**config.mk**
```make
export PLATFORM = sky130hd
export DESIGN_NAME = pc_step_sequencer
export DESIGN_NICKNAME = d
export VERILOG_FILES = /design/src/rtl/pc_seq_pkg.sv /design/src/rtl/step_debouncer.sv /design/src/rtl/pc_step_sequencer.sv
export SDC_FILE = /design/constraint.sdc
export NUM_CORES = 1
export LEC_CHECK = 0
export BUFFER_PORTS_ARGS = -buffer_cell sky130_fd_sc_hd__buf_2
export CAP_MARGIN = 10
export CORE_AREA = 4 4 96 98
export DETAILED_ROUTE_END_ITERATION = 16
export DIE_AREA = 0 0 100 102
export PLACE_DENSITY_LB_ADDON = 0.25
export SYNTH_ARGS = -nofsm -noshare
export SYNTH_HDL_FRONTEND = slang
export SYNTH_SLANG_ARGS = --single-unit
```
**constraint.sdc**
```tcl
create_clock -name clk -period 2.3 [get_ports clk]
set_input_delay 0.345 -clock clk [delete_from_list [all_inputs] [get_ports clk]]
set_output_delay 0.345 -clock clk [all_outputs]
set_load 0.05 [all_outputs]
```
**src/rtl/pc_seq_pkg.sv**
```systemverilog
// pc_seq_pkg: shared state encoding and helpers for the PC step sequencer
package pc_seq_pkg;
  typedef enum logic [1:0] {ST_STEP, ST_RUN, ST_HALTED} state_t;
  function automatic int clog2(input longint unsigned v);
    int r = 0;
    while ((64'd1 << r) < v) r++;
    return r;
  endfunction
  function automatic logic [63:0] align_mask(input int bytes);
    return ~(64'(bytes) - 64'd1);
  endfunction
endpackage

```
**src/rtl/step_debouncer.sv**
```systemverilog
// step_debouncer: synchronise active-low button, debounce, emit one pulse per accepted press
module step_debouncer
  import pc_seq_pkg::*;
#(
  parameter int DEB_CYCLES = 500000
) (
  input  logic clk,
  input  logic rst,
  input  logic button,
  output logic press
);
  localparam int CW = clog2(longint'(DEB_CYCLES) + 1);
  logic [1:0] sync_q, sync_d;
  logic stable_q, stable_d, press_q, press_d, accept;
  logic [CW-1:0] cnt_q, cnt_d;
  // Sync/stable flops come out of reset as "pressed" so a held button needs a release first
  always_ff @(posedge clk or posedge rst)
    if (rst) begin
      sync_q   <= 2'b11;
      stable_q <= 1'b1;
      cnt_q    <= '0;
      press_q  <= 1'b0;
    end else begin
      sync_q   <= sync_d;
      stable_q <= stable_d;
      cnt_q    <= cnt_d;
      press_q  <= press_d;
    end
  // Count cycles the synced level differs from the accepted one; any bounce back restarts it
  always_comb begin
    sync_d   = {sync_q[0], ~button};
    accept   = sync_q[1] != stable_q && cnt_q == CW'(DEB_CYCLES - 1);
    cnt_d    = (sync_q[1] == stable_q || accept) ? '0 : cnt_q + CW'(1);
    stable_d = accept ? sync_q[1] : stable_q;
    press_d  = accept && sync_q[1];
  end
  assign press = press_q;
endmodule

```
**src/rtl/pc_step_sequencer.sv**
```systemverilog
// pc_step_sequencer: synchronous PC with single-step/free-run, branch load, wrap and breakpoint halt
module pc_step_sequencer
  import pc_seq_pkg::*;
#(
  parameter int              ADDR_W       = 32,
  parameter int              INSTR_BYTES  = 4,
  parameter longint unsigned RESET_VECTOR = 0,
  parameter longint unsigned PC_LIMIT     = 1024,
  parameter int              DEB_CYCLES   = 500000,
  parameter int              RUN_DIV      = 50
) (
  input  logic                                     clk,
  input  logic                                     rst,
  input  logic                                     button,
  input  logic                                     run_mode,
  input  logic                                     resume,
  input  logic                                     branch_valid,
  input  logic [ADDR_W-1:0]                        branch_target,
  input  logic                                     bp_en,
  input  logic [ADDR_W-1:0]                        bp_addr,
  output logic [ADDR_W-1:0]                        pc_address,
  output logic [ADDR_W-clog2(INSTR_BYTES)-1:0]     word_address,
  output logic                                     step_pulse,
  output logic                                     halted
);
  localparam int SH = clog2(INSTR_BYTES);
  localparam int DW = clog2(longint'(RUN_DIV) + 1);
  localparam logic [ADDR_W-1:0] MASK  = ADDR_W'(align_mask(INSTR_BYTES));
  localparam logic [ADDR_W-1:0] LIMIT = ADDR_W'(PC_LIMIT);
  localparam logic [ADDR_W-1:0] RV    = ADDR_W'(RESET_VECTOR);
  state_t state_q, state_d;
  logic [ADDR_W-1:0] pc_q, pc_d, cand, next_pc;
  logic [DW-1:0] div_q, div_d;
  logic [1:0] rst_sync_q, rst_sync_d;
  logic prev_run_q, prev_run_d, skip_q, skip_d;
  logic rst_i, press, step_req, bp_hit;
  // Reset asserts immediately but is released on a clock edge
  always_comb rst_sync_d = {rst_sync_q[0], 1'b0};
  always_ff @(posedge clk or posedge rst)
    if (rst) rst_sync_q <= 2'b11;
    else rst_sync_q <= rst_sync_d;
  assign rst_i = rst_sync_q[1];
  step_debouncer #(.DEB_CYCLES(DEB_CYCLES)) u_deb (
    .clk   (clk),
    .rst   (rst_i),
    .button(button),
    .press (press)
  );
  // State register: FSM, PC, run divider and resume bookkeeping
  always_ff @(posedge clk or posedge rst_i)
    if (rst_i) begin
      state_q    <= ST_STEP;
      pc_q       <= RV;
      div_q      <= '0;
      prev_run_q <= 1'b0;
      skip_q     <= 1'b0;
    end else begin
      state_q    <= state_d;
      pc_q       <= pc_d;
      div_q      <= div_d;
      prev_run_q <= prev_run_d;
      skip_q     <= skip_d;
    end
  // Next state: step request, next PC with wrap, breakpoint (skipped once after resume)
  always_comb begin
    step_req   = !resume && ((state_q == ST_STEP && press) ||
                             (state_q == ST_RUN && div_q == DW'(RUN_DIV - 1)));
    cand       = branch_valid ? (branch_target & MASK) : pc_q + ADDR_W'(INSTR_BYTES);
    next_pc    = cand >= LIMIT ? RV : cand;
    bp_hit     = step_req && bp_en && next_pc == bp_addr && !(skip_q && next_pc == pc_q);
    pc_d       = step_req ? next_pc : pc_q;
    skip_d     = (state_q == ST_HALTED && resume) ? 1'b1 :
                 (step_req && next_pc != pc_q) ? 1'b0 : skip_q;
    prev_run_d = state_q == ST_HALTED ? prev_run_q : state_q == ST_RUN;
    div_d      = (state_q == ST_RUN && div_q != DW'(RUN_DIV - 1)) ? div_q + DW'(1) : '0;
    state_d    = state_q == ST_HALTED ? (resume ? (prev_run_q ? ST_RUN : ST_STEP) : ST_HALTED) :
                 bp_hit ? ST_HALTED : run_mode ? ST_RUN : ST_STEP;
  end
  // Outputs: pulse marks the cycle whose closing edge loads the new PC
  always_comb begin
    step_pulse   = step_req;
    halted       = state_q == ST_HALTED;
    pc_address   = pc_q;
    word_address = pc_q[ADDR_W-1:SH];
  end
endmodule

```
Word level (Yosys, flattened, before mapping)
Index checks and enable logic that the tools add are counted.
Widths: inputs -> output; s select.
{ "classes": {"n_addsub": 3, "magnitude_cmp": 1, "n_eq_ne": 10, "muxes": 11, "bitwise_logic": 1, "n_reduce_logical": 18} }
{ "ops": {"columns": ["operator", "n"], "rows": [
  ["$eq 32x32->1", 2],
  ["$mux 32", 2],
  ["$add 32x3->32 const B", 1],
  ["$ge 32x11->1 const B", 1],
  ["$ne 32x32->1", 1],
  ["$add 19x1->19 const B", 1],
  ["$eq 19x19->1 const B", 1],
  ["$mux 19", 1],
  ["$logic_and 1x1->1", 12],
  ["$add 6x1->6 const B", 1],
  ["$eq 6x6->1 const B", 1],
  ["$mux 2", 3],
  ["$mux 6", 1],
  ["$ne 6x6->1 const B", 1],
  ["$mux 1", 4],
  ["$eq 2x1->1 const B", 1],
  ["$eq 2x2->1 const B", 1],
  ["$logic_not 1->1", 2],
  ["$logic_not 2->1", 1],
  ["$logic_or 1x1->1", 2],
  ["$reduce_bool 2->1", 1],
  ["$eq 1x1->1", 1],
  ["$ne 1x1->1", 1],
  ["$not 1->1", 1]
]} }
{ "word_totals": {"register_bits": 67, "inputBits": 71, "out_inout_bits": 64, "word_cells": 54} }

Depth between registers and ports, before layout
Gate-level depths: netlist of run 1.
{ "depth": {"word_depth": 10, "mapped_depth": 12, "depth_no_buf": 11} }

Hierarchy
Synthesis of run 1 repeated with hierarchy kept, for this count alone.
{ "unflattened": {"cells_unflattened": 520, "area_unflattened_um2": 4595.7} }
{ "by_module_without_submodules": {"columns": ["mod", "n_inst", "cells_each", "area_each_um2", "seq_area_each_um2"], "rows": [
  ["pc_step_sequencer", 1, 411, 3482.1, 1103.6],
  ["step_debouncer", 1, 109, 1113.6, 579.3]
]} }

Worst setup path after synthesis of run 1
Ideal clock, no wire load.
{ "synth_timing": {"kind": "register -> register", "startpoint": "reg pc_q[3], in the netlist pc_address[3]", "endpoint": "reg state_q[1]", "setup_time_ns": 0.078, "arrival_time_ns": 3.730, "required_ns": 2.222, "slack_ns": -1.508, "path_stages_with_launch": 13, "n_path_buf": 1, "synth_period_minus_slack_ns": 3.808, "path_cell_list": "dfrtp_1 > ha_1 > nand3_1 > nor4_4 > or4b_1 > a32oi_1 > o22ai_1 > or4_4 > buf_6 > o32ai_4 > o221ai_2 > a2111oi_2 > o21bai_1"} }
{ "synth_via": {"elab_chain_len": 10, "word_cells_on_any_way": 12, "cone_classes": "1 x add/sub; 1 x order compare; 2 x eq/ne; 4 x mux; 4 x reduce/logical"} }
{ "synth_lines": {"columns": ["element", "line_no", "source"], "rows": [
  ["start: declaration", "pc_step_sequencer.sv:32", "logic [ADDR_W-1:0] pc_q, pc_d, cand, next_pc;"],
  ["start signal: assignment", "pc_step_sequencer.sv:59", "pc_q <= pc_d;"],
  ["$add 32x3->32", "pc_step_sequencer.sv:68", "cand = branch_valid ? (branch_target & MASK) : pc_q + ADDR_W'(INSTR_BYTES);"],
  ["$mux 32", "pc_step_sequencer.sv:68", null],
  ["$ge 32x11->1", "pc_step_sequencer.sv:69", "next_pc = cand >= LIMIT ? RV : cand;"],
  ["$mux 32", "pc_step_sequencer.sv:69", null],
  ["$eq 32x32->1", "pc_step_sequencer.sv:70", "bp_hit = step_req && bp_en && next_pc == bp_addr && !(skip_q && next_pc == pc_q);"],
  ["$logic_and 1x1->1", "pc_step_sequencer.sv:70", null],
  ["$logic_not 1->1", "pc_step_sequencer.sv:70", null],
  ["$logic_and 1x1->1 *", "pc_step_sequencer.sv:70", null],
  ["$mux 2 *", "pc_step_sequencer.sv:77", "bp_hit ? ST_HALTED : run_mode ? ST_RUN : ST_STEP;"],
  ["$mux 2 *", "pc_step_sequencer.sv:76", "state_d = state_q == ST_HALTED ? (resume ? (prev_run_q ? ST_RUN : ST_STEP) : ST_HALTED) :"],
  ["via state_d[1]", "pc_step_sequencer.sv:31", "state_t state_q, state_d;"],
  ["end signal: assignment", "pc_step_sequencer.sv:58", "state_q <= state_d;"],
  ["end: declaration", "pc_step_sequencer.sv:31", null]
]} }
Mark *: on every way through the listed nets, which the timed path passes. The rest lies on a longest branch.
A chain may end at the register's enable or synchronous reset.

Worst setup path in the final report of run 1
{ "layout_timing": {"startpoint": "reg pc_q[2], in the netlist pc_address[2]", "endpoint": "reg state_q[1]"} }
Same word-level chain as after synthesis.

==> flow_summary.yaml, run 1 <==
clock_network:
  cts_sinks: 67
  clk_pin_slew_ns: 0.08
  cts_buffer_depth: 2
  cts_hold_buffers: 0
  cts_tree: "yes"
  cts_root_buf: "clkbuf_8"
  htree_levels: 3
  clk_latency_ns: 0.35
  numCtsBuffers: 9
worst_setup_path:
  cp.arrival_ns: 3.62
  worstPathMaxFanout: 8
  crit_type: "reg -> reg"
  critPathLaunchType: "register"
  worstPathRequired_ns: 2.58
  endpoint_kind: "register"
synth:
  yosys.area.top_type: "dfrtp_1"
  synth-async-reset-ratio: 1.00
  yosysSeqAreaShare: 0.395
  ys_types: 67
  yosys-top-cells-area: "dfrtp_1, buf_4, nor2_1"
  synth_nets: 555
  synthFlopType: "dfrtp_1"
  synth_top_area_frac: 0.365
  syn_area_um2: 4260
  avgSynthCellArea_um2: 8.87
  synth-edff-count: 0
  synthesis.instances: 480
  synth_warnings: 0
  ys_ff_latch: 67
sta:
  timing.final.hold_violations: 0
  slew_headroom: 0.627
  setup_viol: 14
  worst_hold_slack_ns: 0.00400
  maxSlewViolCount: 0
  rsz0062_at_grt: "true"
  period_share: 1.45
  worst_slack_ns: -1.04
  clock_skew_ns: 0.00902
  min_period_ns: 3.34
  worst_pin_slew_ns: 0.554
  max_freq_mhz: 300
grt:
  grt_pass1_vias: 4222
  grt_pass1_wl_mm: 20.1
  grt_overflow: 0
  antenna_found_initial: 0
  track_usage: 0.244
  grt_max_degree: 36
outcome:
  violations: "setup timing"
  outcome: "complete, but fails checks"
power:
  max-vdd-ir-drop_mv: 0.303
  seq_power_share: 0.478
  clockPowerShare: 0.363
  combinationalPowerShare: 0.159
  internal-power_mw: 1.78
  p_sw_frac: 0.299
  power_density_nw_per_um2: 417
  power_switching_uw: 761
  leakage_nw: 2.97
floorplanning:
  fp.dieW_um: 100
  coreArea_um2: 8470
  initial_utilization: 0.503
  die-area_um2: 10200
  die_h_um: 102
  io_pins: 135
  rows: 34
drt:
  ant_nets: 0
  finalWirelength_mm: 13.0
  dr_total_vias: 4517
  wl_per_cell_um: 16.0
  drt_iter0_markers: 221
  first_pass_iters: 8
  viasPerCell: 5.58
  drc: 0
layout:
  register_area_um2: 1700
  syn_to_final_growth_pct: 43.5
  multi_input_area_um2: 2430
  final_cells: 810
  drive_gt1_frac: 0.463
  nets: 772
  final_core_util: 0.721
  antenna-diode-count: 0
  fillers: 662
placed_design:
  place_inst: 781
  hpwl_mm: 9.73
  pre_cts_slack_ns: -1.15
  port_buffers: 132
  finalWeightedCongestion: 0.936
run:
  maxCapViolCount: 0
worst_hold_path:
  hold_class: "in -> async"
-- state kept, by name, indices dropped and copies added, names as in the netlist --
name and count:
rst_sync_q 2, u_deb.stable_q 1, skip_q 1, prev_run_q 1
u_deb.sync_q 2, pc_address 32, div_q 6, state_q 2
u_deb.cnt_q 19, u_deb.press 1
-- routing by layer --
| layer | routed length (um) | vias up | track usage |
|---|---|---|---|
| li1 | - | 2137 | - |
| met1 | 5350 | 2137 | 0.317 |
| met2 | 6300 | 202 | 0.417 |
| met3 | 1040 | 41 | 0.0505 |
| met4 | 267 | 0 | 0.0674 |
| met5 | 0 | - | 0 |
-- power groups by stage --
stage | Combinational (mW) | Clock, mW | Sequential, mW
after floorplan | 0.178 | 0 | 1.25
after global placement | 0.348 | 0 | 1.24
after detailed placement | 0.356 | 0 | 1.24
after CTS | 0.379 | 0.933 | 1.22
after global routing | 0.442 | 0.982 | 1.22
final | 0.405 | 0.924 | 1.22
-- repair_timing --
action,in CTS,in global routing
pin swaps,7,13
endpoints found under the setup margin,14,14
gates cloned,0,1
buffers inserted,8,6
resized for setup,23,22
-- worst paths after layout --
kind                                                 from                         to  slack (ns)  cells past startpoint
worst min register to register    rst_sync_q[1]$_DFF_PP1_   u_deb.cnt_q[8]$_DFF_PP0_        0.34                      2
max in group asynchronous         rst_sync_q[1]$_DFF_PP1_  pc_address[7]$_DFFE_PP0P_        1.63                      2
worst max-delay path            pc_address[2]$_DFFE_PP0P_       state_q[1]$_DFF_PP0_       -1.04                     12
worst max register to register  pc_address[2]$_DFFE_PP0P_       state_q[1]$_DFF_PP0_       -1.04                     12
worst min-delay path                                  rst    rst_sync_q[1]$_DFF_PP1_       0.004                      2
min in group clk                                   button  u_deb.sync_q[0]$_DFF_PP1_        0.08                      2
-- cell type report --
| type | instances | share of cell area |
|---|---|---|
| inverters | 20 | 0.0123 |
| clock inverters | 7 | 0.00963 |
| clock buffers | 9 | 0.0203 |
| well taps | 108 | 0.0221 |
| flip-flops and latches | 67 | 0.278 |
| repair buffers | 252 | 0.260 |
| multi-input cells | 347 | 0.398 |
-- Yosys cell counts (all sizes together), types with 9 or more instances --
cell type / instances
and2: 17
dfrtp: 62
nor4: 22
xnor2: 21
nor2: 51
clkbuf: 10
nor3: 17
nand2: 40
and3: 9
inv: 19
o21ai: 18
xor2: 19
nand3: 25
a21oi: 10
nand4: 12
buf: 36
-- critical path, stage by stage (launching register included) --
cell and delay [ns]:
dfrtp_2 0.40, ha_4 0.16, nand3_4 0.09, nor4_4 0.34
or4b_4 0.51, a32oi_4 0.25, o22ai_4 0.13, or4_4 0.58
buf_6 0.16, o32ai_4 0.09, o221ai_2 0.17, a2111oi_4 0.24
o21bai_1 0.15
-- placed cells by master, fill, tap and decap left out, types with 3 or more instances in the layout --
master,n
dfstp_2,5
o21ai_2,3
inv_1,18
nor4_1,17
buf_2,132
nor3_1,17
and2_1,17
nor2_1,51
o21ai_0,12
nand4_1,12
clkbuf_8,9
a31oi_1,6
dfrtp_1,50
a21oi_1,8
clkinvlp_4,4
dfrtp_2,12
nand3_2,4
and3_1,9
nand3_1,20
o21ai_1,3
nor2b_1,4
ha_1,3
o31ai_1,4
buf_6,5
a211oi_2,3
buf_4,114
and4_1,5
nand2_1,38
xnor2_1,21
xor2_1,19
nor4b_1,5
nor4_4,3
-- logic make-up after synthesis --
group / synth area share
flops: 0.395
compound gates: 0.127
other cells: 0.000881
mux: 0.00735
buf+inv: 0.0876
fa+ha+maj: 0.0118
xor+xnor: 0.0823
simple gates: 0.287
-- per-stage QoR --
stage	cell area, um2	setup TNS, ns	power [mW]
6_report	6110	-7.77	2.55
5_1_grt	6110	-8.92	2.64
4_1_cts	5950	-7.07	2.53
3_5_place_dp	5600	-8.05	1.60
3_3_place_gp	5600	-6.02	1.59
2_1_floorplan	4310	-9.71	1.43
Note: power is estimated with default switching activity, not from simulation.
==> inputs of run 2 (changes only) <==
CORE_AREA = 4 4 99 101   (was 4 4 96 98)
DIE_AREA = 0 0 103 105   (was 0 0 100 102)
SYNTH_HIERARCHICAL = 1   (was not set)
==> run 2 against run 1 <==
Net effect:
- the run still ends with setup timing left
- sequential share of layout area fell by 1.8 points
- count of clock-buffer cells in the layout rose by 2
- sequential power barely moved
- clock power rose by 10%
- sequential cell count did not move
- area after synthesis rose by 8.0%
- clock skew rose by 0.0096 ns
- routed wire length rose by 17%
- combinational power rose by 94%
- setup slack got worse by 0.34 ns
- critical path depth did not move
- cell count rose by 5.1%
- largest power group unchanged
- highest routed layer unchanged
==> flow_summary.yaml, run 2 <==
outcome:
  outcome: "complete, but fails checks"
  violations: "setup timing"
floorplanning:
  initial_utilization: 0.509
  rows: 35
  die-area_um2: 10800
  fp.dieW_um: 103
  die_h_um: 105
  coreArea_um2: 9020
  io_pins: 135
drt:
  viasPerCell: 5.80
  wl_per_cell_um: 17.7
  finalWirelength_mm: 15.1
  drc: 0
  first_pass_iters: 5
  dr_total_vias: 4935
  drt_iter0_markers: 252
  ant_nets: 0
worst_setup_path:
  endpoint: "state_q[0]$_DFF_PP0_"
  crit_type: "reg -> reg"
  critPathLaunchType: "register"
  crit-reg2reg-capture: "state_q[0]$_DFF_PP0_"
  endpoint_kind: "register"
  reg2reg_from: "pc_address[9]$_DFFE_PP0P_"
  cp.arrival_ns: 3.94
  reg2reg_slack_ns: -1.38
  crit_start: "pc_address[9]$_DFFE_PP0P_"
  worstPathMaxFanout: 5
  rr_worst_depth: 12
  worstPathRequired_ns: 2.56
synth:
  yosys-top-cells-area: "dfrtp_1, buf_4, nor4_1"
  yosys.area.top_type: "dfrtp_1"
  synth-compound-area-share: 0.141
  yosysMostFrequentCell: "dfrtp_1"
  synth.mux.area_fraction: 0.0147
  synthFlopType: "dfrtp_1"
  ys_types: 82
  synth_nets: 595
  synthesis.instances: 520
  synth-edff-count: 0
  synth-async-reset-ratio: 1.00
  yosysSeqAreaShare: 0.366
  synthAdderAreaFrac: 0.0109
  synth_top_area_frac: 0.338
  ys_ff_latch: 67
  synth_warnings: 6
  synth_top_family_by_area: "simple AND/OR/NAND/NOR gates"
  yosys.area_share.simple: 0.314
  synth_xor_area_frac: 0.0553
  avgSynthCellArea_um2: 8.84
  syn_area_um2: 4600
  synth_common_cells: "dfrtp_1, nor2_1, nand2_1, buf_4, nor4_1"
sta:
  setup_viol: 13
  worst_pin_slew_ns: 0.848
  period_share: 1.60
  timing.final.hold_violations: 0
  rsz0062_at_grt: "true"
  slew_headroom: 0.434
  max_freq_mhz: 272
  worst_slack_ns: -1.38
  clock_skew_ns: 0.0186
  maxSlewViolCount: 0
  worst_hold_slack_ns: 0.103
  min_period_ns: 3.68
power:
  clockPowerShare: 0.333
  seq_power_share: 0.410
  max-vdd-ir-drop_mv: 0.418
  internal-power_mw: 2.06
  power_switching_uw: 995
  leakage_nw: 3.06
  power_density_nw_per_um2: 465
  p_sw_frac: 0.325
  combinationalPowerShare: 0.257
clock_network:
  htree_levels: 3
  cts_root_buf: "clkbuf_8"
  clk_pin_slew_ns: 0.08
  cts_tree: "yes"
  clk_latency_ns: 0.36
  cts_buffer_depth: 2
  cts_sinks: 67
  numCtsBuffers: 9
layout:
  nets: 810
  largest_reg_flops: 32
  drive_gt1_frac: 0.495
  layout_common_cells: "buf_2, buf_4, nor2_1, dfrtp_1, nand2_1"
  layout_commonest_cell: "buf_2"
  final_area_um2: 6580
  syn_to_final_growth_pct: 43.1
  final_cells: 851
  antenna-diode-count: 0
  fillers: 701
grt:
  antenna_found_initial: 0
  track_usage: 0.276
  grt_pass1_wl_mm: 23.7
  grt_pass1_vias: 4835
  grt_overflow: 0
  grt_max_degree: 43
placed_design:
  dpl_cell_area_um2: 5950
  port_buffers: 132
  place_inst: 820
  finalWeightedCongestion: 0.995
  hpwl_mm: 11.1
worst_hold_path:
  hold_class: "in -> reg"
run:
  maxCapViolCount: 0
==> run 2: per-stage QoR <==
step	power, mW	utilization	setup WS, ns	setup TNS [ns]
after floorplan	1.73	-	-1.53	-9.95
after global placement	1.97	0.660	-1.28	-9.11
after detailed placement	1.99	0.660	-1.40	-10.01
after CTS	3.03	0.706	-1.30	-8.87
after global routing	3.18	0.729	-1.43	-10.70
final	3.06	0.729	-1.38	-9.82
==> run 2: worst min-delay path by stage <==
stage,startpoint,end,cells past startpoint
5_1_grt,button,u_deb/sync_q[0]$_DFF_PP1_,2
4_1_cts,button,u_deb/sync_q[0]$_DFF_PP1_,2
6_report,button,u_deb/sync_q[0]$_DFF_PP1_,2
3_3_place_gp,u_deb/sync_q[0]$_DFF_PP1_,u_deb/sync_q[1]$_DFF_PP1_,0
2_1_floorplan,rst,rst_sync_q[0]$_DFF_PP1_,1
3_5_place_dp,rst_sync_q[0]$_DFF_PP1_,rst_sync_q[1]$_DFF_PP1_,0
==> run 2: power by group through the flow <==
stage	clock (mW)	combinational, mW	sequential (mW)
after detailed placement	0	0.712	1.27
after floorplan	0	0.379	1.35
final	1.02	0.785	1.25
after global routing	1.08	0.847	1.26
after global placement	0	0.705	1.27
after CTS	1.03	0.749	1.25
==> run 2: critical path, stage by stage (launching register included) <==
cell and delay (ns):
dfrtp_2 0.39, nand4_4 0.14, or4_4 0.56, o21ai_2 0.13, or4b_4 0.49, buf_4 0.18, o41ai_4 0.26, nand3_2 0.16
buf_4 0.18, o21ai_0 0.19, o311ai_1 0.20, o41a_1 0.50, o31ai_2 0.20
==> run 2: area by class of cell <==
class	instances	area, um2	area share
clock buffer	11	141	0.0215
timing repair buffer	259	1680	0.255
inverter	19	71.3	0.0108
multi-input combinational	379	2770	0.422
sequential	67	1710	0.260
tap	111	139	0.0211
clock inverter	5	61.3	0.00932
==> run 2: logic make-up (layout without fill, tap and decap cells) <==
family | Yosys count | after routing
compound gates | 88 | 88
fa+ha+maj | 4 | 4
xor+xnor | 29 | 29
mux | 6 | 6
flops | 67 | 67
simple gates | 251 | 251
buf+inv | 74 | 294
other cells | 1 | 1
==> run 2: timing repair <==
| action | 4_1_cts | 5_1_grt |
|---|---|---|
| gates cloned | 1 | 0 |
| endpoints found under the hold margin | 2 | 0 |
| endpoints found under the setup margin | 14 | 14 |
| resized for setup | 28 | 27 |
| setup buffers | 5 | 8 |
| hold buffers | 1 | 0 |
| pin swaps | 17 | 12 |
==> run 2: per-layer routing <==
metal,routed length (um),GRT usage
met5,0,0
met4,335,0.0759
met3,1230,0.0607
met1,5600,0.338
met2,7930,0.479
